[config.mk]
export PLATFORM = sky130hd
export DESIGN_NAME = alu_issue_ctrl_flat
export DESIGN_NICKNAME = d
export VERILOG_FILES = /design/src/rtl/alu_pkg.sv /design/src/rtl/alu_issue_ctrl_if.sv /design/src/rtl/alu_regfile.sv /design/src/rtl/alu_issue_ctrl.sv /design/src/flat_wrapper.sv
export SDC_FILE = /design/constraint.sdc
export NUM_CORES = 1
export LEC_CHECK = 0
export BUFFER_PORTS_ARGS = -buffer_cell sky130_fd_sc_hd__buf_2
export CAP_MARGIN = 20
export CELL_PAD_IN_SITES_DETAIL_PLACEMENT = 1
export CELL_PAD_IN_SITES_GLOBAL_PLACEMENT = 2
export CORE_MARGIN = 4
export CORE_UTILIZATION = 43
export CTS_CLUSTER_DIAMETER = 120
export CTS_CLUSTER_SIZE = 10
export DETAILED_ROUTE_END_ITERATION = 12
export PLACE_DENSITY_LB_ADDON = 0.2
export SLEW_MARGIN = 30
export SYNTH_ARGS = -nofsm -noshare
export SYNTH_HDL_FRONTEND = slang
export SYNTH_SLANG_ARGS = --single-unit
[constraint.sdc]
create_clock -name clk -period 7.5 [get_ports clk]
set_input_delay 0.75 -clock clk [delete_from_list [all_inputs] [get_ports clk]]
set_output_delay 0.75 -clock clk [all_outputs]
set_load 0.02 [all_outputs]
[src/rtl/alu_pkg.sv]
// Shared opcode map and controller state encoding for the 16-bit ALU and its issue controller.
package alu_pkg;

  localparam logic [3:0] ALU_NOP = 4'b0000;
  localparam logic [3:0] ALU_ADD = 4'b0001;
  localparam logic [3:0] ALU_SUB = 4'b0010;
  localparam logic [3:0] ALU_AND = 4'b0011;
  localparam logic [3:0] ALU_OR  = 4'b0100;
  localparam logic [3:0] ALU_XOR = 4'b0101;
  localparam logic [3:0] ALU_NOT = 4'b0110;
  localparam logic [3:0] ALU_SHL = 4'b0111;
  localparam logic [3:0] ALU_SHR = 4'b1000;
  localparam logic [3:0] ALU_SRA = 4'b1001;
  localparam logic [3:0] ALU_ROL = 4'b1010;
  localparam logic [3:0] ALU_ROR = 4'b1011;
  localparam logic [3:0] ALU_CMP = 4'b1100;

  typedef enum logic [1:0] {
    IDLE,
    EXEC,
    WB,
    DONE
  } state_t;

  function automatic logic is_nop(input logic [3:0] op);
    return op == ALU_NOP;
  endfunction

endpackage

[src/rtl/alu_issue_ctrl_if.sv]
// Command handshake and retirement response between the instruction front end and the issue controller.
interface alu_issue_ctrl_if #(
  parameter int WIDTH = 16,
  parameter int AW    = 3
);

  logic             cmd_valid;
  logic             cmd_ready;
  logic [3:0]       cmd_op;
  logic [AW-1:0]    cmd_rs1;
  logic [AW-1:0]    cmd_rs2;
  logic             cmd_imm_en;
  logic [WIDTH-1:0] cmd_imm;
  logic [AW-1:0]    cmd_rd;
  logic             done;
  logic [WIDTH-1:0] done_data;
  logic [2:0]       flags;

  modport master (
    output cmd_valid, cmd_op, cmd_rs1, cmd_rs2, cmd_imm_en, cmd_imm, cmd_rd,
    input  cmd_ready, done, done_data, flags
  );

  modport slave (
    input  cmd_valid, cmd_op, cmd_rs1, cmd_rs2, cmd_imm_en, cmd_imm, cmd_rd,
    output cmd_ready, done, done_data, flags
  );

endinterface

[src/rtl/alu_regfile.sv]
// NREGS x WIDTH register file: two combinational read ports, writeback and host write
// with writeback winning when both target the same entry in one cycle.
module alu_regfile #(
  parameter int  WIDTH = 16,
  parameter int  NREGS = 8,
  localparam int AW    = $clog2(NREGS)
) (
  input  logic             clk,
  input  logic             rst,
  input  logic [AW-1:0]    i_rs1_addr,
  output logic [WIDTH-1:0] o_rs1_data,
  input  logic [AW-1:0]    i_rs2_addr,
  output logic [WIDTH-1:0] o_rs2_data,
  input  logic             i_wb_we,
  input  logic [AW-1:0]    i_wb_addr,
  input  logic [WIDTH-1:0] i_wb_data,
  input  logic             i_host_we,
  input  logic [AW-1:0]    i_host_addr,
  input  logic [WIDTH-1:0] i_host_wdata
);

  logic [WIDTH-1:0] r_mem [NREGS];

  // Reads see the pre-edge contents, so a same-cycle write is never forwarded.
  assign o_rs1_data = r_mem[i_rs1_addr];
  assign o_rs2_data = r_mem[i_rs2_addr];

  // NOTE: the array is reset on purpose -- every register must read 0 after reset,
  // which costs a reset-capable flop per bit instead of a RAM macro.
  // NOTE: sequential state uses <= so every entry updates from pre-edge values.
  always_ff @(posedge clk) begin
    if (rst) begin
      for (int i = 0; i < NREGS; i++) r_mem[i] <= '0;
    end else begin
      for (int i = 0; i < NREGS; i++) begin
        if (i_wb_we && i_wb_addr == AW'(i)) begin
          r_mem[i] <= i_wb_data;
        end else if (i_host_we && i_host_addr == AW'(i)) begin
          r_mem[i] <= i_host_wdata;
        end
      end
    end
  end

endmodule

[src/rtl/alu_issue_ctrl.sv]
// Issue controller for the combinational 16-bit ALU: accepts register-addressed commands,
// drives the ALU for ALU_LAT cycles, writes the result back and retires with a done pulse.
module alu_issue_ctrl
  import alu_pkg::*;
#(
  parameter int  WIDTH   = 16,
  parameter int  NREGS   = 8,
  parameter int  ALU_LAT = 1,
  localparam int AW      = $clog2(NREGS)
) (
  input  logic             clk,
  input  logic             rst,
  alu_issue_ctrl_if.slave  cmd,
  output logic [3:0]       alu_op,
  output logic [WIDTH-1:0] alu_in1,
  output logic [WIDTH-1:0] alu_in2,
  input  logic [WIDTH-1:0] alu_rd,
  input  logic             alu_carry,
  input  logic             alu_eq,
  input  logic             alu_neg,
  input  logic             host_we,
  input  logic [AW-1:0]    host_addr,
  input  logic [WIDTH-1:0] host_wdata
);

  // ALU_LAT is limited to 1..4, so the down-counter never needs more than 2 bits.
  localparam int CW = 2;

  state_t           r_state;
  state_t           w_next;
  logic [CW-1:0]    r_cnt;
  logic [AW-1:0]    r_rd;
  logic [WIDTH-1:0] r_sample;
  logic [2:0]       r_sample_flags;
  logic             r_done;
  logic [WIDTH-1:0] r_done_data;
  logic [2:0]       r_flags;
  logic             w_accept;
  logic             w_wb_we;
  logic [WIDTH-1:0] w_rs1_data;
  logic [WIDTH-1:0] w_rs2_data;

  assign cmd.cmd_ready = (r_state == IDLE);
  assign cmd.done      = r_done;
  assign cmd.done_data = r_done_data;
  assign cmd.flags     = r_flags;
  assign w_accept      = cmd.cmd_valid && (r_state == IDLE);
  assign w_wb_we       = (r_state == WB);

  alu_regfile #(
    .WIDTH (WIDTH),
    .NREGS (NREGS)
  ) u_regfile (
    .clk          (clk),
    .rst          (rst),
    .i_rs1_addr   (cmd.cmd_rs1),
    .o_rs1_data   (w_rs1_data),
    .i_rs2_addr   (cmd.cmd_rs2),
    .o_rs2_data   (w_rs2_data),
    .i_wb_we      (w_wb_we),
    .i_wb_addr    (r_rd),
    .i_wb_data    (r_sample),
    .i_host_we    (host_we),
    .i_host_addr  (host_addr),
    .i_host_wdata (host_wdata)
  );

  always_ff @(posedge clk) begin
    if (rst) r_state <= IDLE;
    else     r_state <= w_next;
  end

  // NOTE: w_next is defaulted before the case so no path leaves it unassigned (no latch).
  always_comb begin
    w_next = r_state;
    case (r_state)
      IDLE:    if (w_accept) w_next = is_nop(cmd.cmd_op) ? DONE : EXEC;
      EXEC:    if (r_cnt == '0) w_next = WB;
      WB:      w_next = IDLE;
      DONE:    w_next = IDLE;
      default: w_next = IDLE;
    endcase
  end

  always_ff @(posedge clk) begin
    if (rst) begin
      r_cnt          <= '0;
      r_rd           <= '0;
      r_sample       <= '0;
      r_sample_flags <= '0;
      r_done         <= 1'b0;
      r_done_data    <= '0;
      r_flags        <= '0;
      alu_op         <= '0;
      alu_in1        <= '0;
      alu_in2        <= '0;
    end else begin
      r_done <= 1'b0;
      case (r_state)
        IDLE: begin
          if (w_accept) begin
            if (is_nop(cmd.cmd_op)) begin
              r_done <= 1'b1;
            end else begin
              alu_op  <= cmd.cmd_op;
              alu_in1 <= w_rs1_data;
              alu_in2 <= cmd.cmd_imm_en ? cmd.cmd_imm : w_rs2_data;
              r_rd    <= cmd.cmd_rd;
              r_cnt   <= CW'(ALU_LAT - 1);
            end
          end
        end
        EXEC: begin
          if (r_cnt == '0) begin
            r_sample       <= alu_rd;
            r_sample_flags <= {alu_carry, alu_eq, alu_neg};
          end else begin
            r_cnt <= r_cnt - CW'(1);
          end
        end
        WB: begin
          r_done      <= 1'b1;
          r_done_data <= r_sample;
          r_flags     <= r_sample_flags;
          alu_op      <= '0;
          alu_in1     <= '0;
          alu_in2     <= '0;
        end
        default: ;
      endcase
    end
  end

endmodule

[src/flat_wrapper.sv]
// flat-port wrapper written by rule: the top's interface ports become plain ports
module alu_issue_ctrl_flat import alu_pkg::*;
#(
  parameter int  WIDTH   = 16,
  parameter int  NREGS   = 8,
  parameter int  ALU_LAT = 1,
  localparam int AW      = $clog2(NREGS)
)
  (clk, rst, alu_op, alu_in1, alu_in2, alu_rd, alu_carry, alu_eq, alu_neg, host_we, host_addr, host_wdata, cmd_cmd_valid, cmd_cmd_op, cmd_cmd_rs1, cmd_cmd_rs2, cmd_cmd_imm_en, cmd_cmd_imm, cmd_cmd_rd, cmd_cmd_ready, cmd_done, cmd_done_data, cmd_flags);
  alu_issue_ctrl_if #(.WIDTH(WIDTH), .AW((3))) cmd_i ();
  input  logic clk;
  input  logic rst;
  output logic [3:0] alu_op;
  output logic [WIDTH-1:0] alu_in1;
  output logic [WIDTH-1:0] alu_in2;
  input  logic [WIDTH-1:0] alu_rd;
  input  logic alu_carry;
  input  logic alu_eq;
  input  logic alu_neg;
  input  logic host_we;
  input  logic [AW-1:0] host_addr;
  input  logic [WIDTH-1:0] host_wdata;
  input wire logic [$bits(cmd_i.cmd_valid)-1:0] cmd_cmd_valid;
  input wire logic [$bits(cmd_i.cmd_op)-1:0] cmd_cmd_op;
  input wire logic [$bits(cmd_i.cmd_rs1)-1:0] cmd_cmd_rs1;
  input wire logic [$bits(cmd_i.cmd_rs2)-1:0] cmd_cmd_rs2;
  input wire logic [$bits(cmd_i.cmd_imm_en)-1:0] cmd_cmd_imm_en;
  input wire logic [$bits(cmd_i.cmd_imm)-1:0] cmd_cmd_imm;
  input wire logic [$bits(cmd_i.cmd_rd)-1:0] cmd_cmd_rd;
  output wire logic [$bits(cmd_i.cmd_ready)-1:0] cmd_cmd_ready;
  output wire logic [$bits(cmd_i.done)-1:0] cmd_done;
  output wire logic [$bits(cmd_i.done_data)-1:0] cmd_done_data;
  output wire logic [$bits(cmd_i.flags)-1:0] cmd_flags;
  assign cmd_i.cmd_valid = cmd_cmd_valid;
  assign cmd_i.cmd_op = cmd_cmd_op;
  assign cmd_i.cmd_rs1 = cmd_cmd_rs1;
  assign cmd_i.cmd_rs2 = cmd_cmd_rs2;
  assign cmd_i.cmd_imm_en = cmd_cmd_imm_en;
  assign cmd_i.cmd_imm = cmd_cmd_imm;
  assign cmd_i.cmd_rd = cmd_cmd_rd;
  assign cmd_cmd_ready = cmd_i.cmd_ready;
  assign cmd_done = cmd_i.done;
  assign cmd_done_data = cmd_i.done_data;
  assign cmd_flags = cmd_i.flags;
  alu_issue_ctrl #(.WIDTH(WIDTH), .NREGS(NREGS), .ALU_LAT(ALU_LAT)) u_core (.clk(clk), .rst(rst), .cmd(cmd_i), .alu_op(alu_op), .alu_in1(alu_in1), .alu_in2(alu_in2), .alu_rd(alu_rd), .alu_carry(alu_carry), .alu_eq(alu_eq), .alu_neg(alu_neg), .host_we(host_we), .host_addr(host_addr), .host_wdata(host_wdata));
endmodule
Word level (Yosys, flattened, before mapping)
Memories as Yosys holds them, arrays and structs flattened.
Index checks and enable logic that the tools add are counted.
{"block": "word_totals", "reg_bits": 82, "ram_bits": 128, "inputBits": 72, "word_cells": 176, "n_memories": 1}
{"block": "op_classes", "addsub": 1, "eq_ne": 21, "mux": 95, "bitwise_logic": 17, "n_reduce_logical": 30}
{"memory": "u_core.u_regfile.r_mem", "depth": 8, "word_bits": 16, "read_ports": 2, "rd_clocked_by_memory_dff": 0, "write_ports": 8, "line_no": "alu_regfile.sv:22", "source": "logic [WIDTH-1:0] r_mem [NREGS];"}
{"operator": "$mux 16", "n": 21}
{"operator": "$pmux 16 s2", "n": 2}
{"operator": "$mux 1", "n": 60}
{"operator": "$eq 3x3->1 const B", "n": 8}
{"operator": "$logic_and 1x1->1", "n": 17}
{"operator": "$or 1x1->1", "n": 16}
{"operator": "$eq 3x2->1 const B", "n": 4}
{"operator": "$mux 2", "n": 6}
{"operator": "$mux 4", "n": 2}
{"operator": "$pmux 4 s2", "n": 1}
{"operator": "$eq 3x1->1 const B", "n": 2}
{"operator": "$logic_not 3->1", "n": 2}
{"operator": "$pmux 2 s3", "n": 1}
{"operator": "$reduce_and 3->1", "n": 2}
{"operator": "$eq 2x2->1 const B", "n": 2}
{"operator": "$logic_not 2->1", "n": 2}
{"operator": "$logic_not 4->1", "n": 1}
{"operator": "$ne 2x1->1 const B", "n": 2}
{"operator": "$ne 2x2->1 const B", "n": 2}
{"operator": "$pmux 2 s2", "n": 1}
{"operator": "$reduce_and 2->1", "n": 2}
{"operator": "$reduce_and 4->1", "n": 1}
{"operator": "$reduce_bool 2->1", "n": 2}
{"operator": "$eq 2x1->1 const B", "n": 1}
{"operator": "4 further kinds", "n": 4}

Logic depth before layout (Yosys ltp)
Gate-level depths: netlist of run 1.
{"block": "logic_depth", "ltp_word": 7, "ltp_mapped": 8}

Hierarchy
A second synthesis of run 1 with hierarchy kept.
{"block": "unflattened", "hier_cells": 917, "hier_area_um2": 10807.9}
{"mod": "alu_regfile", "instances": 1, "cells_each": 586, "area_per_inst_um2": 7693.6}
{"mod": "alu_issue_ctrl", "instances": 1, "cells_each": 331, "area_per_inst_um2": 3114.2}

Worst setup path before layout of run 1
Ideal clock, no wire load.
{"block": "synth_timing", "path_type": "input-to-reg", "startpoint": "in host_addr[2]", "endpoint": "mem u_core.u_regfile.r_mem[0][0], enable pin", "setup_time_ps": 372, "t_arrival_ps": 2131, "required_ps": 7128, "setup_slack_ps": 4997, "stages": 3, "path_cell_list": "or3b_4 nor4_2 or3_1"}
{"element": "start: declaration", "line_no": "flat_wrapper.sv:21", "source": "input logic [AW-1:0] host_addr;"}
{"element": "end: declaration", "line_no": "alu_regfile.sv:22"}

==> results of run 1 <==
## cells in the mapped netlist (all sizes together), types with 19 or more instances
cell type	n
edfxtp	128
a22o	112
nand2	94
dfxtp	82
a21oi	59
clkbuf	52
buf	51
mux2i	51
mux4	48
nor2b	37
o221ai	32
nor2	31
and2	19
## cell usage in the layout (no fill, tap or decap), types with 3 or more instances in the layout
| cell type | Yosys | layout |
|---|---|---|
| inv_1 | 4 | 4 |
| buf_2 | 34 | 126 |
| o21ai_0 | 4 | 3 |
| dfxtp_1 | 82 | 82 |
| mux2i_1 | 51 | 51 |
| nor3_4 | 0 | 4 |
| or3_1 | 6 | 6 |
| edfxtp_1 | 128 | 128 |
| nor4_2 | 4 | 3 |
| nor3_1 | 6 | 6 |
| a22oi_1 | 4 | 4 |
| nand2b_1 | 6 | 6 |
| clkbuf_16 | 0 | 24 |
| a211o_1 | 16 | 16 |
| a21oi_1 | 59 | 59 |
| clkbuf_1 | 52 | 17 |
| nor2_1 | 31 | 31 |
| nand2_1 | 94 | 94 |
| and2_1 | 19 | 19 |
| buf_4 | 4 | 17 |
| mux4_2 | 48 | 48 |
| a22o_1 | 112 | 112 |
| o221ai_1 | 32 | 32 |
| nor2b_1 | 37 | 35 |
## metrics by stage
stage               utilization  cell area (µm²)  setup slack, ns  total power, µW
finish                    0.496            12000             4.22             2740
global route              0.496            12000             4.02             2850
CTS                       0.494            12000             4.07             2750
detailed placement        0.466            11300             4.13             1710
global placement          0.465            11300             4.20             1690
floorplan                     -            10500             5.00             1580
## final cells by class
cell class	instances	area, µm²
timing repair buffer	145	781
inverter	4	15.0
sequential	210	5490
clock inverter	1	16.3
fill	2576	12200
clock buffer	41	664
multi-input combinational	558	4650
tap	324	405
## power groups by stage
stage / logic, µW / registers, µW / clock network (µW)
after CTS: 325 / 1360 / 1070
after global placement: 314 / 1380 / 0
after detailed placement: 323 / 1380 / 0
after floorplan: 219 / 1360 / 0
final: 325 / 1360 / 1060
after global routing: 353 / 1370 / 1130
## flip-flops by register name, indices dropped and copies added, names as in the netlist, 4 cells and up
name	cells
u_core.alu_in2	16
u_core.u_regfile.r_mem	128
u_core.cmd.done_data	16
u_core.r_sample	16
u_core.alu_op	4
u_core.alu_in1	16
## worst max path at each step
stage | startpoint | endpoint | slack, ns | cells after the start
6_report | u_core.r_state[0] | u_core.u_regfile.r_mem[2][3] | 4.22 | 4
5_1_grt | u_core.r_state[0] | u_core.u_regfile.r_mem[2][3] | 4.02 | 4
4_1_cts | u_core.r_state[0] | u_core.u_regfile.r_mem[2][3] | 4.07 | 4
3_5_place_dp | rst | u_core.u_regfile.r_mem[3][10] | 4.13 | 4
3_3_place_gp | rst | u_core.u_regfile.r_mem[4][7] | 4.20 | 6
2_1_floorplan | host_addr[2] | u_core.u_regfile.r_mem[0][0] | 5.00 | 3
## kinds of logic (layout without fill, tap and decap cells)
kind of cell,count (synthesis),count (layout),synth area share
adders and majority gates,1,1,0.00119
DFF,210,210,0.520
and+or+nand+nor,223,223,0.110
AOI/OAI and AO/OA,235,235,0.174
buffers and inverters,107,191,0.0435
muxes,99,99,0.151
## metal layers
layer,GRT usage,vias up,share of wire
li1,-,3496,-
met1,0.328,3869,0.43
met2,0.368,334,0.46
met3,0.0439,51,0.088
met4,0.0495,6,0.019
met5,0,-,0.0011
## worst max-delay path, stage by stage (launching register included)
cell and delay (ns):
dfxtp_1 0.84, nand2b_1 0.50, nor2_1 0.19, nor3b_4 0.67, or3_1 0.69
==> results.cfg, run 1 <==
[status]
status = finished clean

[cts]
cts_buffers = 24
clock-sinks = 210
ctsHoldBuffers = 0
clkTransAtPathRegs_ns = 0.06
clk_path_buf_depth = 3
postCtsResizedCells = 0
cts_root_buf = clkbuf_16
postCtsSetupBuffers = 0
htreeDepth = 1
cts_tree = done
clkLatencyLatePin_ns = 0.52

[final_layout]
stdcell_count = 1283
drive_above_1_share = 0.248
synthToLayoutAreaGrowth_pct = 14.0
nNetsFinal = 1016
antenna_cells = 0

[setup_path]
reg2regPathDepth = 4
r2r_start = u_core.r_state[0]
required_ns = 7.64
arrival_ns = 3.42
start_kind = flop
reg2reg_to = u_core.u_regfile.r_mem[2][3]
crit_fanout = 22
reg2reg_slack_ns = 4.22
critical_path_class = flop to flop
end_kind = flop

[power]
p_sw_frac = 0.261
power_frac_comb = 0.119
power_leakage_uw = 0.00464
seqPwrFrac = 0.496
p_sw_uw = 715
power.internal_uw = 2020
max-vdd-ir-drop_v = 0.000182
p_clk_frac = 0.385
p_per_area_nw_per_um2 = 228

[sta]
finalHoldViolCount = 0
slew_headroom = 0.345
final.setup.tns_ns = 0
clock_skew_ns = 0.0234
rsz0062_at_grt = false
fin_crit_ns = 3.28
holdWs_ns = 0.447
finalSetupViolCount = 0
drv_slew = 0
clock.fmax_ghz = 0.305
worst_slew_pin_slew_ns = 0.977
fin_crit_sh = 0.437

[logic_synthesis]
synthTopCellsByArea = edfxtp_1 (36%), dfxtp_1 (16%), mux4_2 (10%)
ys_seq_area_frac = 0.520
synth.avg_cell_area_um2 = 12.1
syn_inst = 875
yosysUniqueCellTypes = 45
async_flop_share = 0
synth_top_area_frac = 0.364
synth_nets = 948
synth_edf_count = 128
synth_ff_type = edfxtp_1
yosys.area.top_type = edfxtp_1
syn-cell-area_um2 = 10500
synth-seq-cells = 210
synth_warnings = 0

[worst_hold_path]
min_from = u_core.alu_in2[14]
hp-class = flop to flop
hold_depth = 2
hold_path_end = u_core.alu_in2[14]

[floorplan]
die_h_um = 165
num_io_pins = 129
die-area_um2 = 27100
num_rows = 57
initial_core_util = 0.435
core_area_um2 = 24200
die_w_um = 165

[grt]
grt_pass1_vias = 8128
track_usage = 0.230
grt_max_degree = 81
grt_pass1_wl_um = 48200
antenna_found_initial = 3
overflow = 0

[routing]
drt_wl_total_um = 30900
drt_first_iter_violations = 963
drc = 0
dr.pass1.iters = 5
wire_per_inst_um = 24.1
ant_nets = 0
dr_total_vias = 7756
routed_via_density = 6.05

[place]
placedCellCount = 1239
gp_congestion = 0.850
io_buffers = 128
hpwlAfterDp_um = 22500

[run]
maxCapViolCount = 0
No activity file was read; power rests on OpenSTA's default activity.
==> run 2, diff against run 1 <==
Settings changed: CORE_UTILIZATION 43 to 36.
Clock period 7.5 ns to 2.7 ns, I/O delays scaled along.
==> run 2 against run 1 <==
Compared with the run above: sequential power rose to 2.8 times the previous value; non-clock buffer count up 52; total power rose to 2.8 times the previous value; clock power rose to 2.8 times the previous value; worst hold slack worse by 0.40 ns; highest routed layer unchanged.
==> results.cfg, run 2 (same netlist as run 1, synthesis figures left out) <==
[final_layout]
drive_above_1_share = 0.263
nNetsFinal = 1068
fillerInstances = 3062
synthToLayoutAreaGrowth_pct = 19.0
utilization = 0.436
layout_commonest_cell = edfxtp_1
layout_common_cells = edfxtp_1 (128), buf_2 (127), a22o_1 (112)
regMostFlops = u_core.u_regfile.r_mem
largest_reg_flops = 128

[floorplan]
initial_core_util = 0.366
die-area_um2 = 32100
num_rows = 62
core_area_um2 = 28800
num_io_pins = 129
die_h_um = 179
die_w_um = 179

[routing]
drc = 0
drt_wl_total_um = 32800
routed_via_density = 5.61
dr_total_vias = 7834
dr.pass1.iters = 5
drt_first_iter_violations = 520
wire_per_inst_um = 23.5
ant_nets = 0

[power]
power_leakage_uw = 0.00488
max-vdd-ir-drop_v = 0.000477
total_power_uw = 7740
p_per_area_nw_per_um2 = 617

[sta]
fin_crit_sh = 0.810
clock.fmax_ghz = 0.457
finalSetupViolCount = 0
final.setup.tns_ns = 0
rsz0062_at_grt = false
fin_crit_ns = 2.19
slew_headroom = 0.438
worst_slew_pin_slew_ns = 0.844
clock_skew_ns = 0.00929
layout_setup_ws_ns = 0.513
drv_slew = 0
finalHoldViolCount = 0

[cts]
cts_tree = done
cts_buffers = 24
htreeDepth = 1
clock-sinks = 210
clkTransAtPathRegs_ns = 0.06
clkLatencyLatePin_ns = 0.52
clk_path_buf_depth = 3
cts_root_buf = clkbuf_16
postCtsResizedCells = 0

[grt]
track_usage = 0.205
grt_pass1_wl_um = 50500
grt_pass1_vias = 8126
overflow = 0
antenna_found_initial = 7
grt_max_degree = 49

[setup_path]
arrival_ns = 2.34
crit_fanout = 16
required_ns = 2.85
r2r_start = u_core.r_rd[0]
crit_path_start = u_core.r_rd[0]
end_kind = flop
start_kind = flop
reg2regPathDepth = 4
critical_path_class = flop to flop

[run]
maxCapViolCount = 0

[place]
hpwlAfterDp_um = 23100
io_buffers = 128
dp_slack_ns = 0.487
gp_congestion = 0.785

[worst_hold_path]
hold_depth = 3
min_from = cmd_cmd_op[1]
hp-class = input port to flop

[status]
status = finished clean
## run 2: changes by cell type in the layout (fill, tap and decap cells not counted), sizes merged
cell and delta:
buf +30, dlygate4sd3 +22, diode +2, clkbuf +1, clkinv -1
## run 2: metrics by stage
stage                     cell area (µm²)  cells  hold slack [ns]
after floorplan                     10500    875            0.406
after global placement              11600   1331            0.437
after detailed placement            11600   1331            0.443
after CTS                           12500   1395           0.0341
after global routing                12500   1395           0.0569
final                               12600   1397           0.0455
## run 2: report_power, final
group / leakage (µW) / switching (µW) / internal (µW)
Sequential: 0.00198 / 157 / 3590
Combinational: 0.00258 / 572 / 419
Clock: 0.000328 / 1290 / 1710
Total: 0.00488 / 2020 / 5720
## run 2: worst paths after layout
check / endpoint / slack, ns
worst max-delay path: u_core.u_regfile.r_mem[0][13] / 0.51
worst min-delay path: u_core.alu_op[1] / 0.05
worst max register to register: u_core.u_regfile.r_mem[0][13] / 0.51
worst min register to register: u_core.alu_in2[1] / 0.45
## run 2: area by class of cell
class	instances	area (µm²)	share of cell area
inverters	4	15.0	0.00120
multi-input cells	558	4610	0.367
well taps	384	480	0.0383
clock buffers	42	689	0.0549
repair buffers	197	1270	0.101
flip-flops and latches	210	5490	0.437
diodes	2	5.00	0.000399
## run 2: timing repair
item | CTS | global route
hold buffers | 22 | 0
setup endpoints to repair | 0 | 0
endpoints found under the hold margin | 22 | 0
setup buffers | 0 | 0
## run 2: critical path, cell delays in order, from the launching register on
cell,delay (ns)
dfxtp_1,0.40
or3b_1,0.49
nor3_2,0.22
nor4_2,0.07
or3_1,0.64
## run 2: per-layer routing
metal | global-route usage | vias up | share of wire
li1 | - | 3607 | -
met1 | 0.302 | 3948 | 0.48
met2 | 0.314 | 222 | 0.44
met3 | 0.0420 | 47 | 0.062
met4 | 0.0425 | 10 | 0.019
met5 | 0 | - | 0.0017
